File: src/rtl/mem_access_unit.sv
// rtl/mem_access_unit.sv - MEM-stage load/store unit with alignment check,
// req/ack data-memory port, load extension and request timeout.
module mem_access_unit #(
  parameter int unsigned TIMEOUT = 16
) (
  input  logic        i_clk,
  input  logic        i_reset,
  input  logic        i_valid,
  input  logic [3:0]  i_mem_op,
  input  logic [31:0] i_eff_addr,
  input  logic [1:0]  i_addr_exception,
  input  logic [31:0] i_store_data,
  output logic        o_mem_req,
  output logic        o_mem_we,
  output logic [31:0] o_mem_addr,
  output logic [3:0]  o_mem_be,
  output logic [31:0] o_mem_wdata,
  input  logic        i_mem_ack,
  input  logic [31:0] i_mem_rdata,
  output logic        o_busy,
  output logic        o_done,
  output logic [31:0] o_load_data,
  output logic        o_misaligned,
  output logic        o_bus_error
);

  typedef enum logic [1:0] {IDLE, REQ, DONE, ERR} state_e;

  localparam logic [7:0] CNT_MAX = 8'(TIMEOUT - 1);

  state_e      state_q, state_d;
  logic [29:0] addr_q, addr_d;
  logic [1:0]  lane_q, lane_d;
  logic [1:0]  size_q, size_d;  // 0 byte, 1 half, 2 word
  logic        we_q, we_d;
  logic        uns_q, uns_d;
  logic [3:0]  be_q, be_d;
  logic [31:0] wdata_q, wdata_d;
  logic [31:0] load_q, load_d;
  logic [7:0]  cnt_q, cnt_d;
  logic        bus_err_q, bus_err_d;

  logic [1:0]  in_size;
  logic        in_misaligned;
  logic [3:0]  in_be;
  logic [31:0] in_wdata;
  logic [7:0]  rd_byte;
  logic [15:0] rd_half;
  logic [31:0] rd_ext;

  always_comb begin
    in_size       = (i_mem_op[1:0] == 2'b00) ? 2'd0 :
                    (i_mem_op[1:0] == 2'b01) ? 2'd1 : 2'd2;
    in_misaligned = ((in_size == 2'd1) && i_addr_exception[0]) ||
                    ((in_size == 2'd2) && (i_addr_exception != 2'b00));
    in_be         = 4'b1111;
    in_wdata      = i_store_data;
    case (in_size)
      2'd0: begin
        in_be    = 4'b0001 << i_eff_addr[1:0];
        in_wdata = {4{i_store_data[7:0]}};
      end
      2'd1: begin
        in_be    = i_eff_addr[1] ? 4'b1100 : 4'b0011;
        in_wdata = {2{i_store_data[15:0]}};
      end
      default: ;
    endcase
  end

  // Lane extraction uses the latched low address, not the live AGU input.
  always_comb begin
    rd_byte = i_mem_rdata[7:0];
    case (lane_q)
      2'd1:    rd_byte = i_mem_rdata[15:8];
      2'd2:    rd_byte = i_mem_rdata[23:16];
      2'd3:    rd_byte = i_mem_rdata[31:24];
      default: ;
    endcase
    rd_half = lane_q[1] ? i_mem_rdata[31:16] : i_mem_rdata[15:0];
    case (size_q)
      2'd0:    rd_ext = {{24{rd_byte[7] & ~uns_q}}, rd_byte};
      2'd1:    rd_ext = {{16{rd_half[15] & ~uns_q}}, rd_half};
      default: rd_ext = i_mem_rdata;
    endcase
  end

  always_comb begin
    state_d   = state_q;
    addr_d    = addr_q;
    lane_d    = lane_q;
    size_d    = size_q;
    we_d      = we_q;
    uns_d     = uns_q;
    be_d      = be_q;
    wdata_d   = wdata_q;
    load_d    = load_q;
    cnt_d     = 8'd0;
    bus_err_d = bus_err_q;
    case (state_q)
      IDLE: begin
        if (i_valid) begin
          if (in_misaligned) begin
            bus_err_d = 1'b0;
            state_d   = ERR;
          end else begin
            addr_d  = i_eff_addr[31:2];
            lane_d  = i_eff_addr[1:0];
            size_d  = in_size;
            we_d    = i_mem_op[3];
            uns_d   = i_mem_op[2];
            be_d    = in_be;
            wdata_d = in_wdata;
            state_d = REQ;
          end
        end
      end
      REQ: begin
        if (i_mem_ack) begin
          load_d  = we_q ? 32'd0 : rd_ext;
          state_d = DONE;
        end else if (cnt_q == CNT_MAX) begin
          bus_err_d = 1'b1;
          state_d   = ERR;
        end else begin
          cnt_d = cnt_q + 8'd1;
        end
      end
      DONE:    state_d = IDLE;
      ERR:     state_d = IDLE;
      default: state_d = IDLE;
    endcase
  end

  always_ff @(posedge i_clk or posedge i_reset) begin
    if (i_reset) begin
      state_q   <= IDLE;
      addr_q    <= '0;
      lane_q    <= '0;
      size_q    <= '0;
      we_q      <= 1'b0;
      uns_q     <= 1'b0;
      be_q      <= '0;
      wdata_q   <= '0;
      load_q    <= '0;
      cnt_q     <= '0;
      bus_err_q <= 1'b0;
    end else begin
      state_q   <= state_d;
      addr_q    <= addr_d;
      lane_q    <= lane_d;
      size_q    <= size_d;
      we_q      <= we_d;
      uns_q     <= uns_d;
      be_q      <= be_d;
      wdata_q   <= wdata_d;
      load_q    <= load_d;
      cnt_q     <= cnt_d;
      bus_err_q <= bus_err_d;
    end
  end

  assign o_mem_req    = (state_q == REQ);
  assign o_mem_we     = (state_q == REQ) & we_q;
  assign o_mem_addr   = {addr_q, 2'b00};
  assign o_mem_be     = be_q;
  assign o_mem_wdata  = wdata_q;
  assign o_busy       = ((state_q == IDLE) & i_valid) | (state_q == REQ);
  assign o_done       = (state_q == DONE);
  assign o_load_data  = (state_q == DONE) ? load_q : 32'd0;
  assign o_misaligned = (state_q == ERR) & ~bus_err_q;
  assign o_bus_error  = (state_q == ERR) & bus_err_q;

endmodule

File: config.mk
export PLATFORM = sky130hd
export DESIGN_NAME = mem_access_unit
export DESIGN_NICKNAME = d
export VERILOG_FILES = /design/src/rtl/mem_access_unit.sv
export SDC_FILE = /design/constraint.sdc
export NUM_CORES = 1
export LEC_CHECK = 0
export BUFFER_PORTS_ARGS = -buffer_cell sky130_fd_sc_hd__buf_2
export CORE_MARGIN = 5
export CORE_UTILIZATION = 54
export DETAILED_ROUTE_END_ITERATION = 7
export HOLD_SLACK_MARGIN = 0.02
export PLACE_DENSITY_LB_ADDON = 0.3
export SKIP_CTS_REPAIR_TIMING = 1
export SLEW_MARGIN = 40
export SYNTH_ARGS = -nofsm -noshare
export SYNTH_HDL_FRONTEND = slang
export SYNTH_SLANG_ARGS = --single-unit
File: constraint.sdc
create_clock -name i_clk -period 9.3 [get_ports i_clk]
set_clock_uncertainty 0.15 [all_clocks]
set_input_delay 2.325 -clock i_clk [delete_from_list [all_inputs] [get_ports i_clk]]
set_output_delay 2.325 -clock i_clk [all_outputs]
set_load 0.01 [all_outputs]
# Yosys cells after proc, flatten, opt, wreduce, memory -nomap -nowiden
# Index checks and enable logic that the tools add are counted.
[totals]
in_bits = 106
output_inout_bits = 106
word_cells = 76
register_bits = 115
[classes]
n_shift = 1
n_addsub = 1
n_reduce_logical = 14
n_mux = 23
n_eq_ne = 16
n_bitwise = 10
[ops]
columns = ["operator", "count"]
rows = [
  ["case mux 32 bit (2 select lines)", 2],
  ["2-to-1 mux 32 bit", 2],
  ["2-to-1 mux 8 bit", 3],
  ["case mux 8 bit (3 select lines)", 1],
  ["2-to-1 mux 16 bit", 1],
  ["2-to-1 mux 2 bit", 6],
  ["== test 2 x 1 -> 1 bit (second input constant)", 5],
  ["== test 2 bit (second input constant)", 5],
  ["adder 8 x 1 -> 8 bit (second input constant)", 1],
  ["== test 8 x 4 -> 1 bit (second input constant)", 1],
  ["logical NOT 2 bit", 4],
  ["case mux 4 bit (2 select lines)", 1],
  ["AND 1 bit", 6],
  ["inequality test 2 bit (second input constant)", 3],
  ["case mux 2 bit (3 select lines)", 1],
  ["AND reduction 5 bit", 1],
  ["2-to-1 mux 1 bit", 4],
  ["2-to-1 mux 4 bit", 1],
  ["AND reduction 2 bit", 2],
  ["nonzero test 2 bit", 2],
  ["left shift 1 x 2 -> 4 bit (first input constant)", 1],
  ["inequality test 3 x 1 -> 1 bit (second input constant)", 1],
  ["inverter 1 bit", 3],
  ["AND reduction 3 bit", 1],
  ["6 further kinds", 7],
]

# Logic depth before layout (Yosys ltp)
[logic_depth]
ltp_word = 9
depth_mapped = 7
ltp_nobuf = 5

# Least setup slack after synthesis
# OpenSTA, ideal clock, no wires.
[synth_path]
kind = "input port to output port"
from = "in i_valid"
to = "out o_busy"
arrival_time_ns = 2.530
setup_slack_ns = 4.295
required_time_ns = 6.825
path_stages = 2
n_path_buf = 0
cell_sequence = "nor2_1 > nor2_1"
[synth_via]
elab_chain_cells = 2
[synth_rtl]
columns = ["element", "line_no", "text"]
rows = [
  ["start: declaration", "8", "input logic i_valid,"],
  ["AND 1 bit", "168", "assign o_busy = ((state_q == IDLE) & i_valid) | (state_q == REQ);"],
  ["bitwise OR 1 bit", "168", ""],
  ["end: declaration", "20", "output logic o_busy,"],
]
# Every way passes these cells.

# Worst setup path in the final report
# Ends and elaborated chain as after synthesis.

==> impl_metrics.toml <==
[status]
outcome = "completed"

[final_layout]
nFillCells = 833
multi_input_area_mm2 = 0.002705
final_cell_mix = "buf_2 (209), dfrtp_1 (115), o21ai_0 (41)"
drive_above_1_share = 0.4226
final_cell_area_mm2 = 0.007480
antenna_cells = 0
ff_latch_area_mm2 = 0.002878
area_growth_syn_to_layout_pct = 28.04
final_common_cell = "buf_2"
final_nets = 812
final-instance-count-excl-fill = 857

[pwr]
fin_total_pwr_w = 0.002487
peakVddDrop_v = 0.0001724
power.switching_w = 0.0008583
seq_power_share = 0.366
p_leak_nw = 3.904
switching_share = 0.3452
combPwrFrac = 0.372
clkPwrFrac = 0.262
p_per_area_mw_per_mm2 = 332.5
intPower_w = 0.001628

[worst_setup_path]
crit_slowest_cell = "buf_2"
slowest_delay_ns = 0.16
crit_buf_inv = 2
cp.arrival_ns = 2.78
worstSetupStartpoint = "i_valid"
worstRegToRegCells = 6
r2r-start = "state_q[0]"
cp_cell_sequence = "buf_2 > nor2_1 > nor2_1 > buf_2"
r2r-end = "addr_q[10]"
required_ns = 6.83
path_class = "in2out"
cp-start-kind = "input pin"
critPathMaxFanout = 3
crit_family = "buffers and inverters"
r2r_slack_ns = 6.67
worst_setup_path_end_kind = "output port"

[cts]
cts_tree = "yes"
cts_num_sinks = 115
clk_pin_slew_ns = 0.05
cts_buffers = 17
htreeDepth = 4
clock_latency_ns = 0.51
max-clock-path-buffers = 2
root_buffer = "clkbuf_8"

[timing]
worstMarginPinSlew_ns = 0.7943
relSlewSlack = 0.4704
setup_violations = 0
maxClockFrequency_mhz = 190.3
fin_tns_setup_ns = 0
rsz0062_at_grt = "no"
hold_ws_ns = 0.3167
period_share = 0.5650
hold_viol = 0
period_needed_ns = 5.254
maxSlewViolCount = 0

[synthesis]
synth_warnings = 0
synthMuxAreaShare = 0.1636
syn_avg_cell_area_um2 = 11.48
synth.distinct_cells = 53
synthXorXnorAreaFrac = 0.004498
netlist_area_mm2 = 0.005842
synthArstFlopShare = 1.000
yosys_most_used_dff = "dfrtp_1"
synth_adder_area_share = 0.002142
synth_compound_area_frac = 0.1540
synth-simple-area-share = 0.1349
synth_top_family_by_area = "multiplexers"
synth_edf_count = 0
netlist_instances = 509
ys_seq_area_frac = 0.4926
synth-seq-cells = 115

[floorplan]
dieHeight_um = 114.0
pin_count = 212
dieArea_mm2 = 0.01300
die_w_um = 114.0
start_util = 0.5461
fp.coreArea_mm2 = 0.01070
row_count = 38

[route]
wl_per_cell_um = 18.05
route.detailed.drc = 0
drt_iter0_markers = 345
drtAntennaViolNets = 0
wirelength_um = 15470
first_pass_iters = 4
avgViaCountPerCell = 5.538
via_count = 4746

[job]
cap_violations = 0

[placed_design]
dp_hpwl_um = 11120
portBuffers = 209
gp_congestion = 0.8784
dp.cells = 826
dpl_cell_area_mm2 = 0.006889

[worst_hold_path]
min_path_type = "reg2reg"
hold_end = "load_q[7]"
hold_depth = 1
min_from = "load_q[7]"

[global_routing]
grt_pass1_vias = 4920
grtUsageTotal = 0.2431
grt_max_degree = 77
gr-total-overflow = 0
grt_pass1_wl_um = 24670
antenna_found_initial = 0
## registers in the layout (all words and copies together) (netlist names)
name         count
o_mem_be         4
addr_q          30
state_q          2
load_q          32
cnt_q            8
we_q             1
size_q           2
uns_q            1
bus_err_q        1
lane_q           2
o_mem_wdata     32
## cell type report
type / count / share of cell area
tap: 140 / 0.02342
clock buffer: 21 / 0.06139
multi-input combinational: 350 / 0.3617
inverter: 7 / 0.003847
clock inverter: 10 / 0.01756
timing repair buffer: 214 / 0.1474
sequential: 115 / 0.3847
## power groups by stage
stage	registers (W)	logic, W	clock network (W)
3_5_place_dp	0.000906	0.000934	0
3_3_place_gp	0.000900	0.000896	0
2_1_floorplan	0.000912	0.000609	0
4_1_cts	0.000908	0.000936	0.000660
6_report	0.000911	0.000926	0.000650
5_1_grt	0.000942	0.00101	0.000687
## synth_stat cells, types with 11 or more instances
library cell,instances,share of area
mux2i_1,31,0.053
clkbuf_1,15,0.0096
a21oi_1,25,0.021
mux2_4,40,0.10
nand2_1,37,0.024
buf_6,12,0.023
dfrtp_1,115,0.49
nor2b_1,11,0.012
nor2_1,22,0.014
o21ai_0,41,0.035
a221o_1,16,0.027
and2_1,40,0.043
a22o_1,13,0.019
## through the flow
stage               setup slack, ns  utilization
global placement              3.797       0.6402
detailed placement            4.048       0.6440
floorplan                     3.781            -
global route                  3.983       0.6992
finish                        4.046       0.6992
CTS                           4.044       0.6992
## worst reg2reg max path, stage by stage (launching register included)
cell,delay [ns]
dfrtp_1,0.57
nor2_1,0.15
o211ai_4,0.12
buf_8,0.21
buf_8,0.21
buf_4,0.64
mux2_2,0.46
## worst max-delay path by stage
| stage | endpoint | cells past startpoint |
|---|---|---|
| 3_3_place_gp | addr_q[10] | 5 |
| 3_5_place_dp | o_busy | 4 |
| 4_1_cts | o_busy | 4 |
| 6_report | o_busy | 4 |
| 2_1_floorplan | addr_q[0] | 1 |
| 5_1_grt | o_busy | 4 |
## layer usage
layer | part of all wire | vias up | global-route usage
li1 | - | 2212 | -
met1 | 0.40 | 2317 | 0.2992
met2 | 0.49 | 188 | 0.3915
met3 | 0.094 | 29 | 0.08700
met4 | 0.023 | 0 | 0.09660
met5 | 0 | - | 0
## cell families after synthesis
logic type                 count (synthesis)
and+or+nand+nor                          140
AOI/OAI and AO/OA                        130
DFF                                      115
muxes                                     74
buffers and inverters                     45
xor gates and xnor gates                   3
adders and majority gates                  1
other                                      1
(Power assumes the default switching activity.)
